==> src/rtl/lsu_pkg.sv <==
// Shared encodings for the load/store unit: request ops, access sizes,
// controller states and the alignment rule applied at request accept.
package lsu_pkg;

  typedef enum logic [1:0] {
    OP_LOAD  = 2'd0,
    OP_STORE = 2'd1,
    OP_LL    = 2'd2,
    OP_SC    = 2'd3
  } lsu_op_e;

  typedef enum logic [1:0] {
    SZ_BYTE = 2'd0,
    SZ_HALF = 2'd1,
    SZ_WORD = 2'd2,
    SZ_RSVD = 2'd3
  } lsu_size_e;

  typedef enum logic [2:0] {
    S_IDLE  = 3'd0,
    S_READ  = 3'd1,
    S_WAIT  = 3'd2,
    S_WRITE = 3'd3,
    S_RESP  = 3'd4
  } lsu_state_e;

  // LL/SC are always word accesses; the reserved size is never legal.
  function automatic logic misaligned(lsu_op_e op, lsu_size_e size, logic [1:0] lo);
    if (size == SZ_RSVD)                 return 1'b1;
    if (op == OP_LL || op == OP_SC)      return lo != 2'b00;
    if (size == SZ_HALF)                 return lo[0];
    if (size == SZ_WORD)                 return lo != 2'b00;
    return 1'b0;
  endfunction

endpackage

==> src/rtl/lsu_if.sv <==
// CPU-side request/response channel of the load/store unit.
interface lsu_if;
  import lsu_pkg::*;

  logic        req_valid;
  logic        req_ready;
  lsu_op_e     req_op;
  lsu_size_e   req_size;
  logic        req_signed;
  logic [31:0] req_addr;
  logic [31:0] req_wdata;
  logic        resp_valid;
  logic        resp_ready;
  logic [31:0] resp_rdata;
  logic        resp_err;

  modport master (
    output req_valid, req_op, req_size, req_signed, req_addr, req_wdata, resp_ready,
    input  req_ready, resp_valid, resp_rdata, resp_err
  );

  modport slave (
    input  req_valid, req_op, req_size, req_signed, req_addr, req_wdata, resp_ready,
    output req_ready, resp_valid, resp_rdata, resp_err
  );
endinterface

==> src/rtl/lsu_align.sv <==
// Little-endian lane extraction with sign/zero extension for loads, and
// lane merge of store data into the read word for sub-word stores.
module lsu_align
  import lsu_pkg::*;
(
  input  lsu_size_e   size,
  input  logic        is_signed,
  input  logic [1:0]  lane,
  input  logic [31:0] rdata,
  input  logic [31:0] wdata,
  output logic [31:0] load_data,
  output logic [31:0] store_data
);

  logic [7:0]  byte_v;
  logic [15:0] half_v;

  // Pick the addressed lane(s) and build both load and merged-store words.
  always_comb begin
    // NOTE: every output of a combinational block gets a default first so no
    // path through the case statements can leave it unassigned (latch).
    byte_v     = rdata[{lane, 3'b000} +: 8];
    half_v     = rdata[{lane[1], 4'b0000} +: 16];
    load_data  = rdata;
    store_data = wdata;
    case (size)
      SZ_BYTE: begin
        load_data  = {{24{is_signed & byte_v[7]}}, byte_v};
        store_data = rdata;
        store_data[{lane, 3'b000} +: 8] = wdata[7:0];
      end
      SZ_HALF: begin
        load_data  = {{16{is_signed & half_v[15]}}, half_v};
        store_data = rdata;
        store_data[{lane[1], 4'b0000} +: 16] = wdata[15:0];
      end
      default: ;
    endcase
  end

endmodule

==> src/rtl/lsu_ctrl.sv <==
// Load/store unit controller: one request in flight, read-modify-write for
// sub-word stores, and a single LL/SC reservation register.
module lsu_ctrl
  import lsu_pkg::*;
#(
  parameter int MEM_AW = 6
) (
  input  logic              Clk,
  input  logic              Reset,
  lsu_if.slave              cpu,
  output logic              mem_re,
  output logic              mem_we,
  output logic [MEM_AW-1:0] mem_addr,
  output logic [31:0]       mem_wdata,
  input  logic [31:0]       mem_rdata
);

  lsu_state_e        state_q, state_d;
  logic [MEM_AW+1:0] addr_q;
  lsu_op_e           op_q;
  lsu_size_e         size_q;
  logic              signed_q;
  logic [31:0]       wdata_q;
  logic [31:0]       rdata_q;
  logic              err_q;
  logic              link_valid;
  logic [MEM_AW-1:0] link_addr;

  logic              accept;
  logic              req_mis;
  logic              sc_hit;
  logic [MEM_AW-1:0] req_word;
  logic [MEM_AW-1:0] word_q;
  logic [31:0]       load_data;
  logic [31:0]       store_data;

  assign accept   = (state_q == S_IDLE) && cpu.req_valid;
  assign req_word = cpu.req_addr[MEM_AW+1:2];
  assign req_mis  = misaligned(cpu.req_op, cpu.req_size, cpu.req_addr[1:0]);
  assign sc_hit   = link_valid && (link_addr == req_word);
  assign word_q   = addr_q[MEM_AW+1:2];

  assign cpu.req_ready  = (state_q == S_IDLE);
  assign cpu.resp_valid = (state_q == S_RESP);
  assign cpu.resp_rdata = rdata_q;
  assign cpu.resp_err   = err_q;
  assign mem_re         = (state_q == S_READ);
  assign mem_we         = (state_q == S_WRITE);
  assign mem_addr       = word_q;
  assign mem_wdata      = wdata_q;

  lsu_align u_align (
    .size       (size_q),
    .is_signed  (signed_q),
    .lane       (addr_q[1:0]),
    .rdata      (mem_rdata),
    .wdata      (wdata_q),
    .load_data  (load_data),
    .store_data (store_data)
  );

  // State register; Reset aborts whatever access is in progress.
  always_ff @(posedge Clk or posedge Reset) begin
    // NOTE: sequential state uses non-blocking assignments so every register
    // samples pre-edge values regardless of block ordering.
    if (Reset) state_q <= S_IDLE;
    else       state_q <= state_d;
  end

  // Next-state selection by op, size and alignment of the accepted request.
  always_comb begin
    state_d = state_q;
    case (state_q)
      S_IDLE: begin
        if (accept) begin
          if (req_mis) state_d = S_RESP;
          else begin
            case (cpu.req_op)
              OP_STORE: state_d = (cpu.req_size == SZ_WORD) ? S_WRITE : S_READ;
              OP_SC:    state_d = sc_hit ? S_WRITE : S_RESP;
              default:  state_d = S_READ;
            endcase
          end
        end
      end
      S_READ:  state_d = S_WAIT;
      S_WAIT:  state_d = (op_q == OP_STORE) ? S_WRITE : S_RESP;
      S_WRITE: state_d = S_RESP;
      S_RESP:  if (cpu.resp_ready) state_d = S_IDLE;
      default: state_d = S_IDLE;
    endcase
  end

  // Request capture, load result / store merge, and reservation tracking.
  always_ff @(posedge Clk or posedge Reset) begin
    if (Reset) begin
      addr_q     <= '0;
      op_q       <= OP_LOAD;
      size_q     <= SZ_BYTE;
      signed_q   <= 1'b0;
      wdata_q    <= '0;
      rdata_q    <= '0;
      err_q      <= 1'b0;
      link_valid <= 1'b0;
      link_addr  <= '0;
    end else begin
      if (accept) begin
        addr_q   <= cpu.req_addr[MEM_AW+1:0];
        op_q     <= cpu.req_op;
        size_q   <= (cpu.req_op == OP_LL || cpu.req_op == OP_SC) ? SZ_WORD : cpu.req_size;
        signed_q <= cpu.req_signed;
        wdata_q  <= cpu.req_wdata;
        err_q    <= req_mis;
        rdata_q  <= {31'd0, (cpu.req_op == OP_SC) && sc_hit && !req_mis};
        if (cpu.req_op == OP_SC) link_valid <= 1'b0;
      end
      if (state_q == S_WAIT) begin
        if (op_q == OP_STORE) wdata_q <= store_data;
        else                  rdata_q <= load_data;
        if (op_q == OP_LL) begin
          link_valid <= 1'b1;
          link_addr  <= word_q;
        end
      end
      if (state_q == S_WRITE && op_q == OP_STORE && word_q == link_addr)
        link_valid <= 1'b0;
    end
  end

endmodule

==> src/flat_wrapper.sv <==
// flat-port wrapper written by rule: the top's interface ports become plain ports
module lsu_ctrl_flat import lsu_pkg::*;
#(
  parameter int MEM_AW = 6
)
  (Clk, Reset, mem_re, mem_we, mem_addr, mem_wdata, mem_rdata, cpu_req_valid, cpu_req_op, cpu_req_size, cpu_req_signed, cpu_req_addr, cpu_req_wdata, cpu_resp_ready, cpu_req_ready, cpu_resp_valid, cpu_resp_rdata, cpu_resp_err);
  lsu_if cpu_i ();
  input  logic Clk;
  input  logic Reset;
  output logic mem_re;
  output logic mem_we;
  output logic [MEM_AW-1:0] mem_addr;
  output logic [31:0] mem_wdata;
  input  logic [31:0] mem_rdata;
  input wire logic [$bits(cpu_i.req_valid)-1:0] cpu_req_valid;
  input wire logic [$bits(cpu_i.req_op)-1:0] cpu_req_op;
  input wire logic [$bits(cpu_i.req_size)-1:0] cpu_req_size;
  input wire logic [$bits(cpu_i.req_signed)-1:0] cpu_req_signed;
  input wire logic [$bits(cpu_i.req_addr)-1:0] cpu_req_addr;
  input wire logic [$bits(cpu_i.req_wdata)-1:0] cpu_req_wdata;
  input wire logic [$bits(cpu_i.resp_ready)-1:0] cpu_resp_ready;
  output wire logic [$bits(cpu_i.req_ready)-1:0] cpu_req_ready;
  output wire logic [$bits(cpu_i.resp_valid)-1:0] cpu_resp_valid;
  output wire logic [$bits(cpu_i.resp_rdata)-1:0] cpu_resp_rdata;
  output wire logic [$bits(cpu_i.resp_err)-1:0] cpu_resp_err;
  assign cpu_i.req_valid = cpu_req_valid;
  assign cpu_i.req_op = cpu_req_op;
  assign cpu_i.req_size = cpu_req_size;
  assign cpu_i.req_signed = cpu_req_signed;
  assign cpu_i.req_addr = cpu_req_addr;
  assign cpu_i.req_wdata = cpu_req_wdata;
  assign cpu_i.resp_ready = cpu_resp_ready;
  assign cpu_req_ready = cpu_i.req_ready;
  assign cpu_resp_valid = cpu_i.resp_valid;
  assign cpu_resp_rdata = cpu_i.resp_rdata;
  assign cpu_resp_err = cpu_i.resp_err;
  lsu_ctrl #(.MEM_AW(MEM_AW)) u_core (.Clk(Clk), .Reset(Reset), .cpu(cpu_i), .mem_re(mem_re), .mem_we(mem_we), .mem_addr(mem_addr), .mem_wdata(mem_wdata), .mem_rdata(mem_rdata));
endmodule
==> config.mk <==
export PLATFORM = sky130hd
export DESIGN_NAME = lsu_ctrl_flat
export DESIGN_NICKNAME = d
export VERILOG_FILES = /design/src/rtl/lsu_pkg.sv /design/src/rtl/lsu_if.sv /design/src/rtl/lsu_align.sv /design/src/rtl/lsu_ctrl.sv /design/src/flat_wrapper.sv
export SDC_FILE = /design/constraint.sdc
export NUM_CORES = 1
export LEC_CHECK = 0
export BUFFER_PORTS_ARGS = -buffer_cell sky130_fd_sc_hd__buf_2
export CAP_MARGIN = 20
export CORE_ASPECT_RATIO = 0.9
export CORE_MARGIN = 10
export CORE_UTILIZATION = 25
export DETAILED_ROUTE_END_ITERATION = 6
export SLEW_MARGIN = 20
export SYNTH_ARGS = -nofsm -noshare
export SYNTH_HDL_FRONTEND = slang
export SYNTH_SLANG_ARGS = --single-unit
==> constraint.sdc <==
create_clock -name Clk -period 6.9 [get_ports Clk]
set_input_delay 0.69 -clock Clk [delete_from_list [all_inputs] [get_ports Clk]]
set_output_delay 0.69 -clock Clk [all_outputs]
set_load 0.02 [all_outputs]
After elaboration in Yosys (flattened, before gate mapping)
Index checks and enable logic that the tools add are counted.
W data, S select, Z words.
{ "totals": {"elab_cells": 93, "output_inout_bits": 75, "register_bits": 88, "input_bits": 105} }
{ "op_classes": {"shifts": 6, "eq_ne": 18, "reduce_logical": 13, "bitwise": 2, "mux": 42, "n_addsub": 2} }
{ "ops": {"columns": ["cell", "count"], "rows": [
  ["$mux W32", 6],
  ["$pmux W32 S2", 2],
  ["$bwmux W32", 2],
  ["$shift A16 B7 Y32 const A", 1],
  ["$shift A8 B7 Y32 const A", 1],
  ["$shiftx A16 B7 Y32", 1],
  ["$shiftx A32 B6 Y16", 1],
  ["$shiftx A32 B6 Y8", 1],
  ["$shiftx A8 B7 Y32", 1],
  ["$mux W1", 23],
  ["$mux W3", 5],
  ["$pmux W3 S5", 1],
  ["$neg A5 Y7", 2],
  ["$eq A6 B6 Y1", 2],
  ["$eq A2 B2 Y1 const B", 5],
  ["$eq A2 B1 Y1 const B", 4],
  ["$eq A3 B2 Y1 const B", 2],
  ["$logic_and A1 B1 Y1", 6],
  ["$pmux W3 S2", 1],
  ["$mux W2", 2],
  ["$ne A4 B4 Y1 const B", 1],
  ["$reduce_and A2 Y1", 2],
  ["$eq A3 B1 Y1 const B", 1],
  ["$eq A3 B3 Y1 const B", 1],
  ["other kinds (8)", 9]
]} }

Longest topological paths before layout
Gate-level depths: netlist of run 1.
{ "logic_depth": {"word_depth": 18, "mapped_depth": 8, "ltp_nobuf": 6} }

Cells and area by module
From an unflattened synthesis of run 1, not the netlist that was laid out.
{ "hier_totals": {"cells_unflattened": 651, "hier_area_um2": 5485.3} }
{ "by_module_without_submodules": {"columns": ["module", "cells_each", "n_inst", "area_each_um2", "seq_area_each_um2"], "rows": [
  ["lsu_ctrl", 379, 1, 3818.7, 2202.1],
  ["lsu_align", 272, 1, 1666.6, 0.0]
]} }

Worst setup path after synthesis of run 1
Ideal clock, no wire load.
{ "synth_timing": {"path_kind": "register to register", "from": "register u_core.addr_q[1]", "to": "register u_core.wdata_q[30], in the netlist u_core.mem_wdata[30]", "setup_ns": 0.078, "path_buffers": 2, "path_stages_with_launch": 9, "required_ns": 6.822, "synth_period_minus_slack_ns": 2.274, "arrival_ns": 2.197, "slack_ns": 4.626, "path_cell_list": "dfrtp_1 -> clkbuf_1 -> clkinv_1 -> ha_1 -> nor4bb_1 -> clkbuf_1 -> a221o_1 -> o21ai_0 -> a21oi_1"} }
{ "synth_between": {"elab_chain_len": 6, "word_cells_on_any_way": 11, "cone_classes": "add/sub (2); shift (4); mux (5)"} }
{ "synth_rtl": {"columns": ["element", "line_no", "text"], "rows": [
  ["from (decl)", "lsu_ctrl.sv:19", "logic [MEM_AW+1:0] addr_q;"],
  ["from (signal assigned)", "lsu_ctrl.sv:108", "addr_q <= cpu.req_addr[MEM_AW+1:0];"],
  ["$neg A5 Y7 (on tied branches)", "lsu_align.sv:35, lsu_align.sv:30", null],
  ["$shiftx A16 B7 Y32, or another cell as far along", "lsu_align.sv:35", "store_data[{lane[1], 4'b0000} +: 16] = wdata[15:0];"],
  ["$bwmux W32 (on tied branches)", "lsu_align.sv:35, lsu_align.sv:30", null],
  ["$pmux W32 S2 (*)", "lsu_align.sv:26", "case (size)"],
  ["$mux W32 (*)", "lsu_ctrl.sv:118", "if (op_q == OP_STORE) wdata_q <= store_data;"],
  ["$mux W32 (*)", "lsu_ctrl.sv:117", "if (state_q == S_WAIT) begin"],
  ["to (signal assigned)", "lsu_ctrl.sv:112", "wdata_q <= cpu.req_wdata;"],
  ["to (signal assigned)", "lsu_ctrl.sv:118", null],
  ["to (decl)", "lsu_ctrl.sv:23", "logic [31:0] wdata_q;"]
]} }
Every way passes the cells marked *; elsewhere a longest branch is shown, timed or not.
A chain may end at the register's enable or synchronous reset.

Worst setup path in the final report of run 1
{ "layout_timing": {"from": "register u_core.state_q[1]", "to": "register u_core.rdata_q[27], in the netlist u_core.cpu.resp_rdata[27]"} }
{ "layout_between": {"elab_chain_len": 5, "word_cells_on_any_way": 6, "cone_classes": "eq/ne (1); mux (3); reduce/logical (2)"} }
{ "layout_rtl": {"columns": ["element", "line_no", "text"], "rows": [
  ["from (decl)", "lsu_ctrl.sv:18", "lsu_state_e state_q, state_d;"],
  ["from (signal assigned)", "lsu_ctrl.sv:67", "else state_q <= state_d;"],
  ["$logic_not A3 Y1", "lsu_ctrl.sv:37", "assign accept = (state_q == S_IDLE) && cpu.req_valid;"],
  ["$logic_and A1 B1 Y1", "lsu_ctrl.sv:37", null],
  ["$mux W32", "lsu_ctrl.sv:107", "if (accept) begin"],
  ["$mux W32", "lsu_ctrl.sv:118", null],
  ["$mux W32 (*)", "lsu_ctrl.sv:117", null],
  ["to (signal assigned)", "lsu_ctrl.sv:114", "rdata_q <= {31'd0, (cpu.req_op == OP_SC) && sc_hit && !req_mis};"],
  ["to (signal assigned)", "lsu_ctrl.sv:119", "else rdata_q <= load_data;"],
  ["to (decl)", "lsu_ctrl.sv:24", "logic [31:0] rdata_q;"]
]} }
Marks and branches as above.

==> results.yml, run 1 <==
sta:
  worst_pin_slew_ns: 0.944
  setup_viol: 0
  hold_violations: 0
  fmax_mhz: 389
  min_period_ns: 2.57
  final.setup.tns_ns: 0
  slew_violations: 0
  max-slew-margin-rel_pct: 37.1
  grt_setup_unrepaired: "no"
  fin_crit_sh_pct: 37.3
  worst_clock_skew_ns: 0.00980
flow_run:
  cap_viol_max_count: 0
cts:
  post_cts_buffers: 0
  root_buffer: "clkbuf_16"
  path_clk_slew_ns: 0.07
  clock_path_buffers: 2
  cts_sinks: 88
  cts_resized: 0
  clkLatencyLatePin_ns: 0.36
  h-tree-depth: 3
  cts_tree: "done"
  cts_buffers: 9
  ctsHoldBuffers: 0
final_layout:
  final_area_um2: 6250
  fin_nets: 726
  syn2layout_area_growth_pct: 25.2
  layout-drive-gt1-share_pct: 34.9
  antenna_cells: 0
synthesis:
  synth_most_common_cell: "dfrtp_1"
  synth_top_area_cell: "dfrtp_1"
  synth_flop_cell: "dfrtp_1"
  synth_area_leaders: "dfrtp_1, a221o_1, a22oi_1, mux4_2, nand2_1"
  synth.top_cells.by_count: "dfrtp_1, nand2_1, a22oi_1"
  synth_nets: 595
  synth_area_per_cell_um2: 10.3
  synth-seq-area-share_pct: 44.1
  synth_edf_count: 0
  synth_top_area_share_pct: 44.1
  netlist_area_um2: 4990
  synth_seq_cells: 88
  synth-async-reset-ratio_pct: 100
  yosys_warnings: 0
  synth_cell_types: 54
  synth_cells: 485
placed_design:
  gp_congestion: 0.873
  numPortBuffers: 155
  hpwl_um: 14600
  dpl_cell_area_um2: 5930
global_route:
  antenna_found_initial: 0
  grt_max_degree: 76
  grt_pass1_vias: 4712
  grt_use_total_pct: 14.5
  overflow: 0
  grt_pass1_wl_um: 29500
worst_setup_path:
  r2r_slack_ns: 4.33
  cp-end-kind: "flip-flop"
  critical_path.max_fanout: 16
  reg2regPathDepth: 4
  cp.arrival_ns: 2.85
  critPathKind: "flip-flop to flip-flop"
  worstPathRequired_ns: 7.18
  start_kind: "flip-flop"
run_status:
  status: "completed"
drt:
  drc: 0
  vias: 4646
  routed_wl_um: 19400
  viasPerCell: 5.33
  postRouteAntennaNets: 0
  drtIter0Drc: 450
  first_pass_iters: 5
  wl_per_cell_um: 22.2
power:
  ir_drop_uv: 162
  total_leakage_power_nw: 2.89
  power_density_nw_per_um2: 458
die:
  io_pins: 180
  dieArea_um2: 26000
  start_util_pct: 25.7
  die_width_um: 169
  num_rows: 48
  die_height_um: 154
  fp.coreArea_um2: 19400
min_path:
  hold_path.class: "input port to async pin"
-- final cells by class --
| class | instances | area [um^2] |
|---|---|---|
| Tap cell | 250 | 313 |
| Clock buffer | 9 | 225 |
| Timing Repair Buffer | 164 | 847 |
| Clock inverter | 7 | 90.1 |
| Multi-Input combinational cell | 335 | 2510 |
| Inverter | 18 | 68.8 |
| Sequential cell | 88 | 2200 |
| Fill cell | 2040 | 13100 |
-- worst max-delay path, stage by stage, from the launching register on --
cell	delay, ns
dfrtp_1	0.55
nor3b_2	0.40
nand2_1	0.37
a2111oi_4	0.95
a221o_1	0.21
-- cells by family after synthesis --
| group | Yosys count | share of synthesized area (%) |
|---|---|---|
| AO/OA/AOI/OAI | 182 | 27.9 |
| XOR/XNOR | 12 | 2.10 |
| adder cells (fa/ha/maj) | 5 | 1.25 |
| buffers and inverters | 62 | 5.71 |
| flip-flops | 88 | 44.1 |
| multiplexers | 24 | 7.19 |
| AND/OR/NAND/NOR | 112 | 11.7 |
-- worst paths after layout --
check / start / endpoint
worst min register to register: u_core.cpu.resp_err / u_core.cpu.resp_err
worst max-delay path: u_core.state_q[1] / u_core.cpu.resp_rdata[27]
worst max register to register: u_core.state_q[1] / u_core.cpu.resp_rdata[27]
max in group asynchronous: Reset / u_core.mem_wdata[16]
min in group Clk: u_core.cpu.resp_err / u_core.cpu.resp_err
worst min-delay path: Reset / u_core.addr_q[5]
-- per-stage QoR --
| stage | hold WS, ns | total power, mW | utilization [%] | instances | worst slack (ns) |
|---|---|---|---|---|---|
| 2_1_floorplan | 0.489 | 1.90 | - | 485 | 3.93 |
| 3_3_place_gp | 0.464 | 2.34 | 30.6 | 855 | 4.36 |
| 3_5_place_dp | 0.472 | 2.35 | 30.6 | 855 | 4.34 |
| 4_1_cts | 0.252 | 2.88 | 32.2 | 871 | 4.32 |
| 5_1_grt | 0.269 | 3.06 | 32.2 | 871 | 4.04 |
| 6_report | 0.253 | 2.86 | 32.2 | 871 | 4.33 |
-- metal layers --
layer,track usage (%),vias up,routed length (um)
li1,-,2133,-
met1,20.3,2310,8780
met2,21.2,185,8640
met3,3.92,18,1630
met4,4.39,0,316
met5,0,-,0
-- sequential cells by signal (all words and copies together), names as in the netlist, 2 cells and up --
name / count
u_core.addr_q: 8
u_core.cpu.resp_rdata: 32
u_core.link_addr: 6
u_core.mem_wdata: 32
u_core.op_q: 2
u_core.size_q: 2
u_core.state_q: 3
-- report_power, final --
part           switching (mW)  total [mW]  internal (mW)
Sequential              0.202       0.931          0.728
Clock                   0.233       0.522          0.289
Combinational           0.872        1.41          0.540
-- cells in the final DEF, fill, tap and decap left out, types with 11 or more instances in the layout --
cell type  count
buf_2        155
a22oi_1       33
o21ai_0       20
inv_1         16
nand2_1       46
dfrtp_1       88
mux2_2        15
a221o_1       31
o2bb2ai_1     14
a21oi_1       29
nand3_1       11
nor2_1        14
xnor2_1       12
o22ai_1       18
No activity file was read; power rests on OpenSTA's default activity.
==> inputs of run 2 (changes only) <==
==> constraint.sdc (replaced) <==
create_clock -name Clk -period 2.5 [get_ports Clk]
set_input_delay 0.25 -clock Clk [delete_from_list [all_inputs] [get_ports Clk]]
set_output_delay 0.25 -clock Clk [all_outputs]
set_load 0.02 [all_outputs]
==> run 2 against run 1 <==
Net effect: maximum frequency increased by 18%; sequential cell count unchanged; global-route usage decreased by 0.26 points; via count increased by 1.1%; setup slack got worse by 4.0 ns; clock skew increased by 0.00053 ns; routed wire length decreased by 1.2%; sequential power increased to 2.7 times the previous value; worst hold slack got worse by 0.20 ns; critical path depth unchanged; die area unchanged; critical path type unchanged; largest cell class unchanged; highest routed layer unchanged.
==> results.yml, run 2 (synthesized netlist as in run 1, its figures left out) <==
final_layout:
  antenna_cells: 0
  layout_common_cells: "buf_2, dfrtp_1, nand2_1"
  syn2layout_area_growth_pct: 26.8
  final_common_cell: "buf_2"
  fin_nets: 741
  layout-drive-gt1-share_pct: 36.3
  final_util_pct: 32.6
sta:
  grt_setup_unrepaired: "no"
  fin_crit_sh_pct: 87.4
  fmax_mhz: 458
  hold_violations: 0
  worst_pin_slew_ns: 0.653
  final.setup.tns_ns: 0
  worst_clock_skew_ns: 0.0103
  min_period_ns: 2.18
  max-slew-margin-rel_pct: 56.3
  slew_violations: 0
  setup_viol: 0
cts:
  post_cts_buffers: 0
  clkLatencyLatePin_ns: 0.35
  ctsHoldBuffers: 0
  cts_tree: "done"
  root_buffer: "clkbuf_16"
  cts_buffers: 9
  h-tree-depth: 3
  clock_path_buffers: 2
  cts_resized: 0
  cts_sinks: 88
  path_clk_slew_ns: 0.07
power:
  intPower_mw: 4.27
  sequentialPowerShare_pct: 32.4
  switching_share_pct: 45.4
  total_leakage_power_nw: 2.94
  power.share.combinational_pct: 50.7
  ir_drop_uv: 468
  power_density_nw_per_um2: 1240
  net-switching-power_mw: 3.56
  p_clk_share_pct: 16.9
flow_run:
  cap_viol_max_count: 0
global_route:
  grt_use_total_pct: 14.2
  grt_pass1_wl_um: 28800
  antenna_found_initial: 0
  overflow: 0
  grt_pass1_vias: 4767
  grt_max_degree: 50
worst_setup_path:
  critPathKind: "flip-flop to flip-flop"
  worstReg2RegEnd: "u_core.mem_wdata[1]"
  critical_path.max_fanout: 9
  cp-end-kind: "flip-flop"
  r2r-start: "u_core.state_q[2]"
  worstPathRequired_ns: 2.76
  r2r_slack_ns: 0.32
  reg2regPathDepth: 4
  start_kind: "flip-flop"
  cp.arrival_ns: 2.44
drt:
  first_pass_iters: 7
  vias: 4698
  drtIter0Drc: 356
  drc: 0
  wl_per_cell_um: 21.6
  postRouteAntennaNets: 0
  routed_wl_um: 19100
  viasPerCell: 5.30
placed_design:
  hpwl_um: 14800
  gp_congestion: 0.875
  numPortBuffers: 155
die:
  dieArea_um2: 26000
  die_height_um: 154
  fp.coreArea_um2: 19400
  num_rows: 48
  die_width_um: 169
  start_util_pct: 25.7
  io_pins: 180
run_status:
  status: "completed"
min_path:
  hold_path.class: "input port to async pin"
## run 2: cell count changes in the layout (fill, tap and decap cells not counted), sizes merged
cell      delta
buf         +15
clkinv       -3
clkinvlp     +3
clkbuf       +2
bufinv       -1
inv          -1
## run 2: worst max-delay path by stage
stage,slack (ns),to,from,cells past startpoint
after floorplan,0.23,u_core.mem_wdata[30],u_core.addr_q[1],8
after global placement,0.36,u_core.mem_wdata[1],u_core.state_q[2],4
after detailed placement,0.32,u_core.mem_wdata[1],u_core.state_q[2],4
after CTS,0.32,u_core.mem_wdata[1],u_core.state_q[2],4
after global routing,0.23,u_core.mem_wdata[0],u_core.state_q[2],4
final,0.32,u_core.mem_wdata[1],u_core.state_q[2],4
## run 2: area by class of cell
| cell class | instances | area [um^2] |
|---|---|---|
| clock inverter | 5 | 41.3 |
| inverter | 18 | 71.3 |
| multi-input combinational | 335 | 2510 |
| tap | 250 | 313 |
| timing repair buffer | 179 | 956 |
| fill | 2049 | 13100 |
| clock buffer | 11 | 243 |
| sequential | 88 | 2200 |
## run 2: worst max-delay path, stage by stage, from the launching register on
cell and delay (ns):
dfrtp_1 0.48, or3b_1 0.56, or4_4 0.59, o2bb2ai_4 0.19, a221oi_2 0.28
## run 2: stage by stage
stage                     cells  hold slack, ns  power, mW  area (um^2)  worst slack [ns]
after floorplan             485           0.349       5.23         5000             0.226
after global placement      870           0.449       6.51         6050             0.360
after detailed placement    870           0.455       6.53         6050             0.322
after CTS                   886          0.0703       7.89         6330             0.323
after global routing        886          0.0906       8.38         6330             0.229
final                       886          0.0491       7.83         6330             0.316
## run 2: layer usage
layer | up-vias | part of all wire, % | wire (um) | global-route usage (%)
met5 | - | 0 | 0 | 0
met4 | 0 | 1.8 | 350 | 4.27
met3 | 20 | 8.1 | 1550 | 4.08
met2 | 195 | 45 | 8530 | 21.6
met1 | 2325 | 45 | 8710 | 19.2
li1 | 2158 | - | - | -
## run 2: power groups by stage
| stage | Clock, mW | Sequential, mW | Combinational (mW) |
|---|---|---|---|
| floorplan | 0 | 2.94 | 2.29 |
| global placement | 0 | 2.55 | 3.96 |
| detailed placement | 0 | 2.55 | 3.98 |
| CTS | 1.36 | 2.54 | 4.00 |
| global route | 1.42 | 2.63 | 4.32 |
| finish | 1.32 | 2.54 | 3.97 |
==> inputs of run 3 (changes only) <==
--- a/config.mk
+++ b/config.mk
@@ -7,10 +7,13 @@
 export LEC_CHECK = 0
 export BUFFER_PORTS_ARGS = -buffer_cell sky130_fd_sc_hd__buf_2
 export CAP_MARGIN = 20
+export CELL_PAD_IN_SITES_DETAIL_PLACEMENT = 2
+export CELL_PAD_IN_SITES_GLOBAL_PLACEMENT = 2
 export CORE_ASPECT_RATIO = 0.9
 export CORE_MARGIN = 10
-export CORE_UTILIZATION = 25
+export CORE_UTILIZATION = 30
 export DETAILED_ROUTE_END_ITERATION = 6
+export PLACE_DENSITY_LB_ADDON = 0.1
 export SLEW_MARGIN = 20
 export SYNTH_ARGS = -nofsm -noshare
 export SYNTH_HDL_FRONTEND = slang
==> run 3 against run 2 <==
Net effect: the flow now finishes with violations (negative hold slack); global-route usage rose by 4.2 points; clock power grew 9.8%; worst hold slack got worse by 0.057 ns; via count up 1.0%; routed wire length increased by 7.4%; critical endpoint is now u_core.mem_wdata[0]; power grew 3.2%; die area is 15% lower; first-iteration DRC count fell by 31%; register-to-register slack worse by 0.05 ns; critical path type unchanged; highest routed layer unchanged; clock skew shrank 0.0042 ns; sequential power about the same.
==> results.yml, run 3 (synthesized netlist as in run 1, its figures left out) <==
run_status:
  status: "finished, violations left"
  violations: "negative hold slack"
final_layout:
  layoutNonFillerInstCount: 843
  fillers: 1797
  layout_common_cells: "buf_2, dfrtp_1, nand2_1"
  layout-drive-gt1-share_pct: 36.2
  syn2layout_area_growth_pct: 26.5
  fin_nets: 742
  final_common_cell: "buf_2"
  antenna_cells: 0
die:
  num_rows: 44
  fp.coreArea_um2: 16200
  dieArea_um2: 22200
  die_height_um: 142
  start_util_pct: 30.7
  io_pins: 180
  die_width_um: 156
placed_design:
  numPortBuffers: 155
  placed_cells: 828
  hpwl_um: 16000
  gp_congestion: 0.833
worst_setup_path:
  r2r-start: "u_core.state_q[0]"
  start_kind: "flip-flop"
  cp-end-kind: "flip-flop"
  worstPathRequired_ns: 2.73
  cp.arrival_ns: 2.46
  reg2regPathDepth: 4
  worstReg2RegEnd: "u_core.mem_wdata[0]"
  r2r_slack_ns: 0.27
  critical_path.max_fanout: 9
  critPathKind: "flip-flop to flip-flop"
sta:
  min_period_ns: 2.23
  worst_clock_skew_ns: 0.00614
  fmax_mhz: 448
  setup_viol: 0
  final.setup.tns_ns: 0
  fin_crit_sh_pct: 89.4
  slew_violations: 0
  hold_violations: 8
  fin_hold_ws_ns: -0.00775
  grt_setup_unrepaired: "no"
  worst_pin_slew_ns: 0.668
  max-slew-margin-rel_pct: 55.4
drt:
  postRouteAntennaNets: 0
  drtIter0Drc: 244
  vias: 4745
  drc: 0
  viasPerCell: 5.63
  routed_wl_um: 20600
  first_pass_iters: 5
  wl_per_cell_um: 24.4
cts:
  root_buffer: "clkbuf_16"
  cts_resized: 0
  cts_buffers: 9
  clkLatencyLatePin_ns: 0.35
  post_cts_buffers: 0
  cts_sinks: 88
  clock_path_buffers: 2
  ctsHoldBuffers: 0
  h-tree-depth: 3
  cts_tree: "done"
  path_clk_slew_ns: 0.06
min_path:
  hold_path.class: "input port to async pin"
global_route:
  grt_pass1_wl_um: 32000
  grt_use_total_pct: 18.4
  overflow: 0
  grt_max_degree: 43
  antenna_found_initial: 0
  grt_pass1_vias: 5323
power:
  ir_drop_uv: 474
  power_density_nw_per_um2: 1280
  total_leakage_power_nw: 2.96
  power.total_mw: 8.09
flow_run:
  cap_viol_max_count: 0
[run 3: stage by stage]
step                area, um^2  worst slack [ns]  utilization (%)  hold slack [ns]
floorplan                 5000             0.226                -            0.349
global placement          6010             0.373             37.0            0.383
detailed placement        6010             0.331             37.0            0.376
CTS                       6320             0.243             38.9          0.00281
global route              6320             0.177             38.9           0.0368
finish                    6320             0.266             38.9         -0.00775
[run 3: critical path, stage by stage, from the launching register on]
cell,delay (ns)
dfrtp_1,0.50
or3b_1,0.53
or4_4,0.58
o2bb2ai_4,0.19
a221oi_1,0.31
[run 3: final cells by class]
type,count,area [um^2],area share (%)
multi-input combinational,335,2510,39.7
sequential,88,2200,34.9
timing repair buffer,180,976,15.4
tap,207,259,4.10
clock buffer,11,233,3.68
inverter,18,71.3,1.13
clock inverter,4,70.1,1.11
[run 3: worst max-delay path by stage]
stage | start | endpoint | slack [ns] | cells past startpoint
after floorplan | u_core.addr_q[1] | u_core.mem_wdata[30] | 0.23 | 8
after global placement | u_core.state_q[2] | u_core.mem_wdata[1] | 0.37 | 4
after detailed placement | u_core.state_q[2] | u_core.mem_wdata[1] | 0.33 | 4
after CTS | u_core.state_q[2] | u_core.mem_wdata[0] | 0.24 | 4
after global routing | u_core.state_q[0] | u_core.mem_wdata[0] | 0.18 | 4
final | u_core.state_q[0] | u_core.mem_wdata[0] | 0.27 | 4
[run 3: routing by layer]
metal  GRT usage, %  wire [um]  vias to the layer above
met5              0          0                        -
met4           3.67        225                        0
met3           4.29        980                       11
met2           32.6      10800                      111
met1           22.3       8560                     2478
li1               -          -                     2145
[run 3: power breakdown]
part / switching (mW) / internal (mW)
clock: 0.579 / 0.869
sequential: 0.538 / 2.01
combinational: 2.51 / 1.58
